### src/rtl/noc2_req_arbiter.sv
// noc2_req_arbiter
// Packet-atomic round-robin arbiter sharing one val/rdy NoC2 request port
// between two val/rdy requesters. Flits pass through combinationally; only
// the packet-tracking state, priority and statistics counters are stored.

module noc2_req_arbiter #(
    parameter int DATA_WIDTH = 64,
    parameter int LEN_LSB    = 22,
    parameter int LEN_WIDTH  = 8
) (
    input  logic                  clk,
    input  logic                  reset,
    input  logic [DATA_WIDTH-1:0] in0_data,
    input  logic                  in0_val,
    output logic                  in0_rdy,
    input  logic [DATA_WIDTH-1:0] in1_data,
    input  logic                  in1_val,
    output logic                  in1_rdy,
    output logic [DATA_WIDTH-1:0] out_data,
    output logic                  out_val,
    input  logic                  out_rdy,
    output logic                  owner,
    output logic                  busy,
    output logic [31:0]           pkt_cnt0,
    output logic [31:0]           pkt_cnt1
);

    typedef enum logic {
        IDLE = 1'b0,
        LOCK = 1'b1
    } state_t;

    state_t               state;
    logic                 hold;
    logic                 prio;
    logic                 owner_q;
    logic                 busy_q;
    logic [LEN_WIDTH-1:0] rem;
    logic [31:0]          cnt0;
    logic [31:0]          cnt1;

    logic                 sel;
    logic                 beat;
    logic [LEN_WIDTH-1:0] hdr_len;

    // Requester selection. owner_q always records the last selection, so it
    // doubles as the latched index for both a held header and a locked packet.
    always_comb begin
        sel = owner_q;
        if (reset) begin
            sel = 1'b0;
        end else if (state == LOCK || hold) begin
            sel = owner_q;
        end else if (in0_val && in1_val) begin
            sel = prio;
        end else if (in0_val) begin
            sel = 1'b0;
        end else if (in1_val) begin
            sel = 1'b1;
        end
    end

    assign out_data = sel ? in1_data : in0_data;
    assign out_val  = sel ? in1_val  : in0_val;
    assign in0_rdy  = ~sel & out_rdy;
    assign in1_rdy  =  sel & out_rdy;
    assign beat     = out_val & out_rdy;
    assign hdr_len  = out_data[LEN_LSB +: LEN_WIDTH];

    assign owner    = sel;
    assign busy     = busy_q;
    assign pkt_cnt0 = cnt0;
    assign pkt_cnt1 = cnt1;

    // Packet tracking FSM: header handling in IDLE, payload countdown in LOCK.
    always_ff @(posedge clk) begin
        if (reset) begin
            state   <= IDLE;
            hold    <= 1'b0;
            prio    <= 1'b0;
            owner_q <= 1'b0;
            busy_q  <= 1'b0;
            rem     <= '0;
            cnt0    <= '0;
            cnt1    <= '0;
        end else begin
            owner_q <= sel;
            case (state)
                IDLE: begin
                    if (beat) begin
                        hold <= 1'b0;
                        if (sel) begin
                            cnt1 <= cnt1 + 32'd1;
                        end else begin
                            cnt0 <= cnt0 + 32'd1;
                        end
                        if (hdr_len == '0) begin
                            prio <= ~sel;
                        end else begin
                            rem    <= hdr_len;
                            state  <= LOCK;
                            busy_q <= 1'b1;
                        end
                    end else if (out_val) begin
                        hold <= 1'b1;
                    end
                end
                LOCK: begin
                    if (beat) begin
                        rem <= rem - 1'b1;
                        if (rem == LEN_WIDTH'(1)) begin
                            state  <= IDLE;
                            busy_q <= 1'b0;
                            prio   <= ~sel;
                        end
                    end
                end
                default: state <= IDLE;
            endcase
        end
    end

endmodule

### config.mk
export PLATFORM = sky130hd
export DESIGN_NAME = noc2_req_arbiter
export DESIGN_NICKNAME = d
export VERILOG_FILES = /design/src/rtl/noc2_req_arbiter.sv
export SDC_FILE = /design/constraint.sdc
export NUM_CORES = 1
export LEC_CHECK = 0
export CORE_AREA = 4 4 114 116
export CTS_CLUSTER_DIAMETER = 30
export DETAILED_ROUTE_END_ITERATION = 16
export DIE_AREA = 0 0 118 120
export MAX_ROUTING_LAYER = met4
export PLACE_DENSITY_LB_ADDON = 0.15
export SETUP_SLACK_MARGIN = 0.5
export SYNTH_ARGS = -nofsm -noshare
export SYNTH_HDL_FRONTEND = slang
export SYNTH_SLANG_ARGS = --single-unit
### constraint.sdc
create_clock -name clk -period 3.8 [get_ports clk]
set_input_delay 0.95 -clock clk [delete_from_list [all_inputs] [get_ports clk]]
set_output_delay 0.95 -clock clk [all_outputs]
set_load 0.01 [all_outputs]
# Yosys cells after proc, flatten, opt, wreduce, memory -nomap -nowiden
# Index checks and enable logic that the tools add are counted.
# totals
reg_bits,77
input_bits,133
word_cells,60
# op_classes
n_addsub,3
n_eq_ne,6
mux,28
bitwise,5
reduce_logical,10
# ops
cell,n
$add 32x1->32 const B,2
$mux 64,1
$mux 8,3
$mux 1,20
$pmux 8 s2,1
$reduce_and 3->1,3
$eq 8x1->1 const B,1
$logic_not 8->1,1
$reduce_and 4->1,2
$sub 8x1->8 const B,1
$ne 2x2->1 const B,3
$pmux 1 s2,3
$ne 2x1->1 const B,2
$and 1x1->1,3
$not 1->1,2
$reduce_and 2->1,1
$reduce_bool 2->1,1
$logic_and 1x1->1,1
$logic_or 1x1->1,1

# Logic depth before layout (Yosys ltp)
# Gate-level depths: netlist (run 1).
# logic_depth
word_depth,10
mapped_depth,9

# Worst setup path before layout (run 1)
# Ideal clock, no wire load.
# synth_path
path_kind,input to output
start,input in1_val
end,output out_data[44]
arrival_time_ns,2.556
setup_slack_ns,0.294
path_stages,9
n_path_buf,4
cell_sequence,or3b_1 > a221o_1 > buf_6 > inv_2 > buf_2 > buf_2 > buf_2 > nand2_1 > nand2_1
# synth_via
elab_chain_len,6
word_cells_on_any_way,7
cone_classes,6 x mux; 1 x reduce/logical
# synth_lines
element,line,text
"start, declared",17,"input logic in1_val,"
$mux 1,58,end else if (in1_val) begin
$mux 1,56,end else if (in0_val) begin
$mux 1 *,54,end else if (in0_val && in1_val) begin
$mux 1 *,52,end else if (state == LOCK || hold) begin
$mux 1 *,50,if (reset) begin
$mux 64 *,63,assign out_data = sel ? in1_data : in0_data;
"end, declared",19,"output logic [DATA_WIDTH-1:0] out_data,"
# Mark *: on every way between the ends. The rest lies on a longest branch, timed or not.

# Worst setup path in the final report (run 1)
# layout_path
start,input in1_val
end,output out_data[58]
# Same word-level chain as after synthesis.

==> impl_metrics.prom, run 1 <==
# TYPE chip_impl_metric gauge
chip_impl_info{name="run_status",value="finished clean"} 1
chip_impl_metric{name="drive_above_1_share",unit="%"} 20.9
chip_impl_info{name="grt_setup_unrepaired",value="yes"} 1
chip_impl_metric{name="wirelength_per_cell",unit="um"} 17.4
chip_impl_metric{name="vias_in_the_first_global_route",unit=""} 5486
chip_impl_metric{name="maximum_frequency_from_static_timing_analysis",unit="MHz"} 296
chip_impl_info{name="worstPathCellList",value="buf_6 > or3b_1 > a221o_2 > buf_4 > clkbuf_16 > nand2_1 > nand2_2 > buf_2"} 1
chip_impl_metric{name="postSynthRegisterBits",unit=""} 77
chip_impl_metric{name="timing.critical_path.slowest_cell_delay",unit="ps"} 440
chip_impl_metric{name="fin_nets",unit=""} 1080
chip_impl_metric{name="drt_pre_antenna_iters",unit=""} 5
chip_impl_metric{name="tightestPinTransition",unit="ps"} 834
chip_impl_metric{name="async_flop_share",unit="%"} 0
chip_impl_metric{name="max_cap_violations",unit=""} 0
chip_impl_metric{name="slew_violations",unit=""} 0
chip_impl_metric{name="placementRows",unit=""} 40
chip_impl_metric{name="grtUsageTotal",unit="%"} 26.5
chip_impl_metric{name="clock_skew",unit="ps"} 6.27
chip_impl_metric{name="initial_utilization",unit="%"} 37.6
chip_impl_metric{name="synth_cell_type_count",unit=""} 46
chip_impl_info{name="critical_path_class",value="primary input to output port"} 1
chip_impl_info{name="post_synth_most_frequent_cells",value="nand2_1 (207), dfxtp_1 (77), nor2_1 (72), xnor2_1 (33), nor3_1 (26)"} 1
chip_impl_metric{name="final_min_period_over_clock_period",unit="%"} 88.8
chip_impl_metric{name="final.fill_count",unit=""} 1078
chip_impl_metric{name="min_period",unit="ps"} 3380
chip_impl_metric{name="via_per_inst",unit=""} 5.15
chip_impl_metric{name="cp_data_arrival_time",unit="ps"} 2430
chip_impl_metric{name="cellPowerDensity",unit="nW/um^2"} 306
chip_impl_metric{name="ioPinCount",unit=""} 266
chip_impl_metric{name="antenna_found_initial",unit=""} 4
chip_impl_info{name="synth_largest_area_cell",value="dfxtp_1"} 1
chip_impl_info{name="worst_path_max_delay_cell",value="a221o_2"} 1
chip_impl_metric{name="pin_count_of_the_biggest_net_entering_global_routing",unit=""} 79
chip_impl_info{name="yosysMostFrequentCell",value="nand2_1"} 1
chip_impl_metric{name="initialDrtViolationCount",unit=""} 292
chip_impl_metric{name="required",unit="ps"} 2850
chip_impl_metric{name="tritoncts_num_sinks",unit=""} 77
chip_impl_metric{name="holdBufCountCts",unit=""} 0
chip_impl_metric{name="dieWidth",unit="um"} 118
chip_impl_info{name="top_ff_cell_synth",value="dfxtp_1"} 1
chip_impl_metric{name="finalPower",unit="mW"} 2.46
chip_impl_metric{name="ctsHtreeMaxLevel",unit=""} 3
chip_impl_metric{name="io_buffer_count",unit=""} 265
chip_impl_info{name="crit_path_end_kind",value="output port"} 1
chip_impl_metric{name="p_leak",unit="nW"} 3.28
chip_impl_metric{name="dp.cells",unit=""} 1058
chip_impl_metric{name="vias",unit=""} 5654
chip_impl_metric{name="seq_total_area_yosys",unit="%"} 34.4
chip_impl_metric{name="fin_cells",unit=""} 1098
chip_impl_metric{name="hpwlAfterDp",unit="mm"} 14.2
chip_impl_metric{name="cts_max_path_buffers",unit=""} 2
chip_impl_metric{name="netlist.area_leader.share",unit="%"} 34.4
chip_impl_metric{name="hold_viol",unit=""} 0
chip_impl_metric{name="flow.area_growth_from_synthesis",unit="%"} 79.1
chip_impl_metric{name="postSynthAreaPerCell",unit="um^2"} 6.85
chip_impl_info{name="root_buffer",value="clkbuf_16"} 1
chip_impl_metric{name="post-route-drc-count",unit=""} 0
chip_impl_metric{name="wire_length_of_the_first_global_routing_pass",unit="mm"} 29.5
chip_impl_metric{name="total_nets_after_synthesis",unit=""} 791
chip_impl_info{name="category_of_the_worst_setup_path_launch_point",value="primary input"} 1
chip_impl_metric{name="fp.coreArea",unit="um^2"} 11900
chip_impl_info{name="tritoncts",value="yes"} 1
chip_impl_metric{name="finalSetupViolations",unit=""} 0
chip_impl_metric{name="fp.dieArea",unit="um^2"} 14200
chip_impl_metric{name="critPathBufInv",unit=""} 4
chip_impl_metric{name="cts_inserted_buffers",unit=""} 9
chip_impl_metric{name="worst-path-max-fanout",unit=""} 15
chip_impl_metric{name="ant_nets",unit=""} 0
chip_impl_metric{name="dieHeight",unit="um"} 120
chip_impl_metric{name="netlist_instances",unit=""} 654
chip_impl_metric{name="cts.reportedPaths.clkPinSlew",unit="ps"} 50
chip_impl_metric{name="place.gp.congestion",unit=""} 0.924
chip_impl_metric{name="worst_skew_pair.late_latency",unit="ps"} 330
chip_impl_info{name="ys_top_cells_by_area",value="dfxtp_1 (34%), nand2_1 (17%), xnor2_1 (6.5%), nor2_1 (6.0%), xor2_1 (3.3%)"} 1
chip_impl_info{name="cell_family_with_most_cp_delay",value="buffers and inverters"} 1
chip_impl_metric{name="synth_edf_count",unit=""} 0
chip_impl_metric{name="grt_overflow",unit=""} 0
chip_impl_metric{name="summed_instance_area_of_the_synthesized_netlist",unit="um^2"} 4480
chip_impl_metric{name="ir_worst_vdd",unit="mV"} 0.223
chip_impl_metric{name="yosys_warnings",unit=""} 0
chip_impl_metric{name="timing.max_slew.rel_slack",unit="%"} 44.4
chip_impl_metric{name="drt_wl_total",unit="mm"} 19.1
chip_impl_info{name="worst_hold_check_path_type",value="register to register"} 1
tightest hold or removal path, stage by stage (launching register included):
cell	delay, ps
dfxtp_1	330
nand2_1	60
a21oi_1	50
per-layer routing:
metal | part of all wire (%) | track usage, % | routed length, um
met1 | 40 | 29.8 | 7620
met2 | 52 | 45.6 | 9910
met3 | 5.4 | 5.56 | 1030
met4 | 3.0 | 11.6 | 581
met5 | 0 | - | 0
metrics by stage:
| stage | utilization [%] | TNS, ps | instance area, um^2 | hold slack (ps) | setup WS, ps |
|---|---|---|---|---|---|
| 6_report | 67.4 | 0 | 8030 | 488 | 424 |
| 5_1_grt | 67.4 | 0 | 8030 | 522 | 382 |
| 4_1_cts | 65.8 | 0 | 7840 | 490 | 423 |
| 3_5_place_dp | 62.5 | -20690 | 7450 | 483 | -342 |
| 3_3_place_gp | 62.5 | -19160 | 7450 | 471 | -327 |
| 2_1_floorplan | - | 0 | 4590 | 458 | 526 |
logic make-up after synthesis:
| family | count (synthesis) | synth area share, % |
|---|---|---|
| AND/OR/NAND/NOR | 402 | 39.5 |
| flip-flops | 77 | 34.4 |
| AO/OA/AOI/OAI | 59 | 8.18 |
| buffers and inverters | 53 | 4.69 |
| XOR/XNOR | 50 | 9.77 |
| multiplexers | 9 | 2.29 |
| adder cells (fa/ha/maj) | 4 | 1.12 |
worst paths after layout:
kind                            start                  end  slack, ps  cells after the start
setup reg to reg    hold$_SDFFE_PP0P_    prio$_SDFFE_PP0P_       1150                      9
hold / removal    rem[1]$_SDFFE_PP0P_  rem[1]$_SDFFE_PP0P_        490                      2
hold reg to reg   rem[1]$_SDFFE_PP0P_  rem[1]$_SDFFE_PP0P_        490                      2
setup / recovery              in1_val         out_data[58]        420                      8
sequential cells by signal, summed over array words and instances, names as in the netlist:
| signal | flops |
|---|---|
| pkt_cnt0 | 32 |
| prio | 1 |
| hold | 1 |
| rem | 8 |
| owner_q | 1 |
| busy | 1 |
| pkt_cnt1 | 32 |
| state | 1 |
area by class of cell:
class	count	area [um^2]	area share [%]
flip-flops and latches	77	1540	19.2
clock buffers	11	233	2.90
multi-input cells	524	2930	36.5
inverters	22	87.6	1.09
clock inverters	4	73.8	0.920
well taps	147	184	2.29
diodes	4	10.0	0.125
repair buffers	309	2970	37.0
repair_timing:
action                                  in CTS  in global routing
cloned                                       4                  2
gates resized for setup                    338                 30
pin swaps                                   15                 12
buffers inserted                            13                  2
endpoints found under the setup margin      70                 66
endpoints found under the hold margin        0                  0
cell usage in the layout, fill, tap and decap left out, types with 26 or more instances in the layout:
master	Yosys	routed
nand2_1	207	150
nor2_1	72	72
nor3_1	26	26
buf_6	1	28
xnor2_1	33	33
dfxtp_1	77	77
nand2_2	0	48
buf_4	0	31
buf_2	3	43
clkdlybuf4s50_1	0	194
power breakdown:
group,switching [mW],total (mW),internal (mW),leakage [nW]
Sequential,0.0161,0.839,0.823,0.622
Clock,0.315,0.886,0.571,0.150
Combinational,0.336,0.732,0.396,2.51
(Power assumes the default switching activity.)
==> inputs of run 2 (changes only) <==
--- a/config.mk
+++ b/config.mk
@@ -6,7 +6,7 @@
 export NUM_CORES = 1
 export LEC_CHECK = 0
 export CORE_AREA = 4 4 114 116
-export CTS_CLUSTER_DIAMETER = 30
+export CTS_CLUSTER_DIAMETER = 150
 export DETAILED_ROUTE_END_ITERATION = 16
 export DIE_AREA = 0 0 118 120
 export MAX_ROUTING_LAYER = met4
==> results of run 2 <==
Final layout, timing and power as in run 1 (identical DEF).
==> inputs of run 3 (changes only) <==
--- a/config.mk
+++ b/config.mk
@@ -12,6 +12,7 @@
 export MAX_ROUTING_LAYER = met4
 export PLACE_DENSITY_LB_ADDON = 0.15
 export SETUP_SLACK_MARGIN = 0.5
+export SKIP_LAST_GASP = 1
 export SYNTH_ARGS = -nofsm -noshare
 export SYNTH_HDL_FRONTEND = slang
 export SYNTH_SLANG_ARGS = --single-unit
==> constraint.sdc (replaced) <==
create_clock -name clk -period 3.4 [get_ports clk]
set_input_delay 0.85 -clock clk [delete_from_list [all_inputs] [get_ports clk]]
set_output_delay 0.85 -clock clk [all_outputs]
set_load 0.01 [all_outputs]
==> run 3 against run 2 <==
Compared with the run above: sequential cell count unchanged; global-route usage grew 0.21 points; final cell count grew 1.1%; critical path depth rose by 1; core utilization is 4.9 points higher; clock skew up 1.9 ps; die area unchanged; register-to-register slack got worse by 410 ps; clock power increased by 11%; first-iteration DRC count grew 4.5%; power is 17% higher; critical endpoint is now in1_rdy; largest cell class unchanged; highest routed layer unchanged.
==> impl_metrics.prom, run 3 (same netlist as run 1, synthesis figures left out) <==
# TYPE chip_impl_metric gauge
chip_impl_metric{name="finalSetupViolations",unit=""} 0
chip_impl_metric{name="cts_max_path_buffers",unit=""} 2
chip_impl_metric{name="tightestPinTransition",unit="ps"} 692
chip_impl_metric{name="holdWs",unit="ps"} 495
chip_impl_metric{name="slew_violations",unit=""} 0
chip_impl_info{name="grt_setup_unrepaired",value="yes"} 1
chip_impl_metric{name="required",unit="ps"} 2550
chip_impl_metric{name="wire_length_of_the_first_global_routing_pass",unit="mm"} 29.9
chip_impl_metric{name="cellPowerDensity",unit="nW/um^2"} 335
chip_impl_metric{name="initialDrtViolationCount",unit=""} 305
chip_impl_metric{name="max_cap_violations",unit=""} 0
chip_impl_metric{name="met1_usage",unit="%"} 31.8
chip_impl_metric{name="holdBufCountCts",unit=""} 0
chip_impl_metric{name="p_leak",unit="nW"} 3.61
chip_impl_metric{name="grt_overflow",unit=""} 0
chip_impl_metric{name="postLayoutSetupSlackWorst",unit="ps"} 142
chip_impl_info{name="run_status",value="finished clean"} 1
chip_impl_info{name="layout_common_cells",value="clkdlybuf4s50_1 (194), nand2_1 (119), dfxtp_1 (77)"} 1
chip_impl_metric{name="dieHeight",unit="um"} 120
chip_impl_metric{name="dp.cells",unit=""} 1059
chip_impl_metric{name="drive_above_1_share",unit="%"} 26.2
chip_impl_metric{name="min_period",unit="ps"} 3260
chip_impl_metric{name="hpwlAfterDp",unit="mm"} 13.7
chip_impl_metric{name="drt_pre_antenna_iters",unit=""} 5
chip_impl_metric{name="grtUsageTotal",unit="%"} 26.7
chip_impl_metric{name="tritoncts_num_sinks",unit=""} 77
chip_impl_metric{name="timing.max_slew.rel_slack",unit="%"} 53.4
chip_impl_metric{name="vias_in_the_first_global_route",unit=""} 5624
chip_impl_metric{name="vias",unit=""} 5790
chip_impl_metric{name="flow.area_growth_from_synthesis",unit="%"} 92.0
chip_impl_metric{name="dieWidth",unit="um"} 118
chip_impl_metric{name="dp_slack",unit="ps"} -553
chip_impl_metric{name="antenna_found_initial",unit=""} 1
chip_impl_metric{name="io_buffer_count",unit=""} 265
chip_impl_metric{name="use_met3",unit="%"} 5.18
chip_impl_metric{name="initial_utilization",unit="%"} 37.6
chip_impl_info{name="root_buffer",value="clkbuf_16"} 1
chip_impl_metric{name="hold_viol",unit=""} 0
chip_impl_metric{name="placement.cell_area",unit="um^2"} 7490
chip_impl_metric{name="ant_nets",unit=""} 0
chip_impl_metric{name="worst-path-max-fanout",unit=""} 6
chip_impl_metric{name="place.gp.congestion",unit=""} 0.932
chip_impl_metric{name="ioPinCount",unit=""} 266
chip_impl_metric{name="finalPower",unit="mW"} 2.88
chip_impl_info{name="tritoncts",value="yes"} 1
chip_impl_metric{name="cp_data_arrival_time",unit="ps"} 2410
chip_impl_metric{name="ir_worst_vdd",unit="mV"} 0.259
chip_impl_metric{name="ctsHtreeMaxLevel",unit=""} 3
chip_impl_metric{name="fp.dieArea",unit="um^2"} 14200
chip_impl_info{name="busiest_layer",value="met2"} 1
chip_impl_metric{name="final_min_period_over_clock_period",unit="%"} 95.8
chip_impl_metric{name="pin_count_of_the_biggest_net_entering_global_routing",unit=""} 66
chip_impl_info{name="most_common_cell_after_layout_fill_and_taps_aside",value="clkdlybuf4s50_1"} 1
chip_impl_metric{name="utilization",unit="%"} 72.2
chip_impl_metric{name="cts.reportedPaths.clkPinSlew",unit="ps"} 60
chip_impl_metric{name="worst_skew_pair.late_latency",unit="ps"} 330
chip_impl_metric{name="wirelength_per_cell",unit="um"} 17.7
chip_impl_metric{name="via_per_inst",unit=""} 5.22
chip_impl_metric{name="placementRows",unit=""} 40
chip_impl_info{name="crit_path_end_kind",value="output port"} 1
chip_impl_metric{name="maximum_frequency_from_static_timing_analysis",unit="MHz"} 307
chip_impl_metric{name="final.fill_count",unit=""} 920
chip_impl_metric{name="post-route-drc-count",unit=""} 0
chip_impl_info{name="critical_path_class",value="primary input to output port"} 1
chip_impl_metric{name="fp.coreArea",unit="um^2"} 11900
chip_impl_metric{name="fin_nets",unit=""} 1094
chip_impl_metric{name="clock_skew",unit="ps"} 8.19
chip_impl_info{name="worst_hold_check_path_type",value="register to register"} 1
chip_impl_metric{name="fin_setup_tns",unit="ps"} 0
chip_impl_metric{name="globalRouteMet2Util",unit="%"} 45.9
chip_impl_metric{name="drt_wl_total",unit="mm"} 19.6
chip_impl_metric{name="fin_cells",unit=""} 1110
chip_impl_metric{name="final_cell_area",unit="um^2"} 8600
chip_impl_info{name="category_of_the_worst_setup_path_launch_point",value="primary input"} 1
chip_impl_metric{name="cts_inserted_buffers",unit=""} 9
-- run 3: path summary, 6_finish.rpt --
kind	start	end	slack [ps]	cells after the start
hold / removal	rem[1]$_SDFFE_PP0P_	rem[1]$_SDFFE_PP0P_	500	2
hold reg to reg	rem[1]$_SDFFE_PP0P_	rem[1]$_SDFFE_PP0P_	500	2
setup / recovery	in1_val	in1_rdy	140	9
setup reg to reg	hold$_SDFFE_PP0P_	pkt_cnt1[25]$_SDFFE_PP0P_	740	11
-- run 3: area by class of cell --
class / count / area [um^2] / share of cell area [%]
Antenna cell: 1 / 2.50 / 0.0291
Clock buffer: 11 / 243 / 2.82
Clock inverter: 5 / 66.3 / 0.771
Inverter: 22 / 85.1 / 0.989
Multi-Input combinational cell: 524 / 3140 / 36.5
Sequential cell: 77 / 1540 / 17.9
Tap cell: 147 / 184 / 2.14
Timing Repair Buffer: 323 / 3340 / 38.8
-- run 3: metal layers --
| layer | share of wire [%] | vias to the layer above |
|---|---|---|
| li1 | - | 2788 |
| met1 | 41 | 2741 |
| met2 | 50 | 220 |
| met3 | 5.5 | 41 |
| met4 | 3.0 | 0 |
| met5 | 0 | - |
-- run 3: worst max-delay path: stages --
cell and delay [ps]:
buf_6 70, or3b_1 340, a221o_2 450, inv_4 120
buf_6 100, buf_12 100, buf_12 130, and2_4 140
buf_6 90
-- run 3: repair_timing --
item	4_1_cts	5_1_grt
resized for setup	391	60
gates cloned	9	1
endpoints found under the setup margin	99	85
setup buffers	16	8
pin swaps	35	32
-- run 3: power breakdown --
group | leakage (nW) | internal, mW | switching (mW)
logic | 2.84 | 0.534 | 0.426
clock network | 0.149 | 0.599 | 0.383
registers | 0.622 | 0.919 | 0.0176
total | 3.61 | 2.05 | 0.826
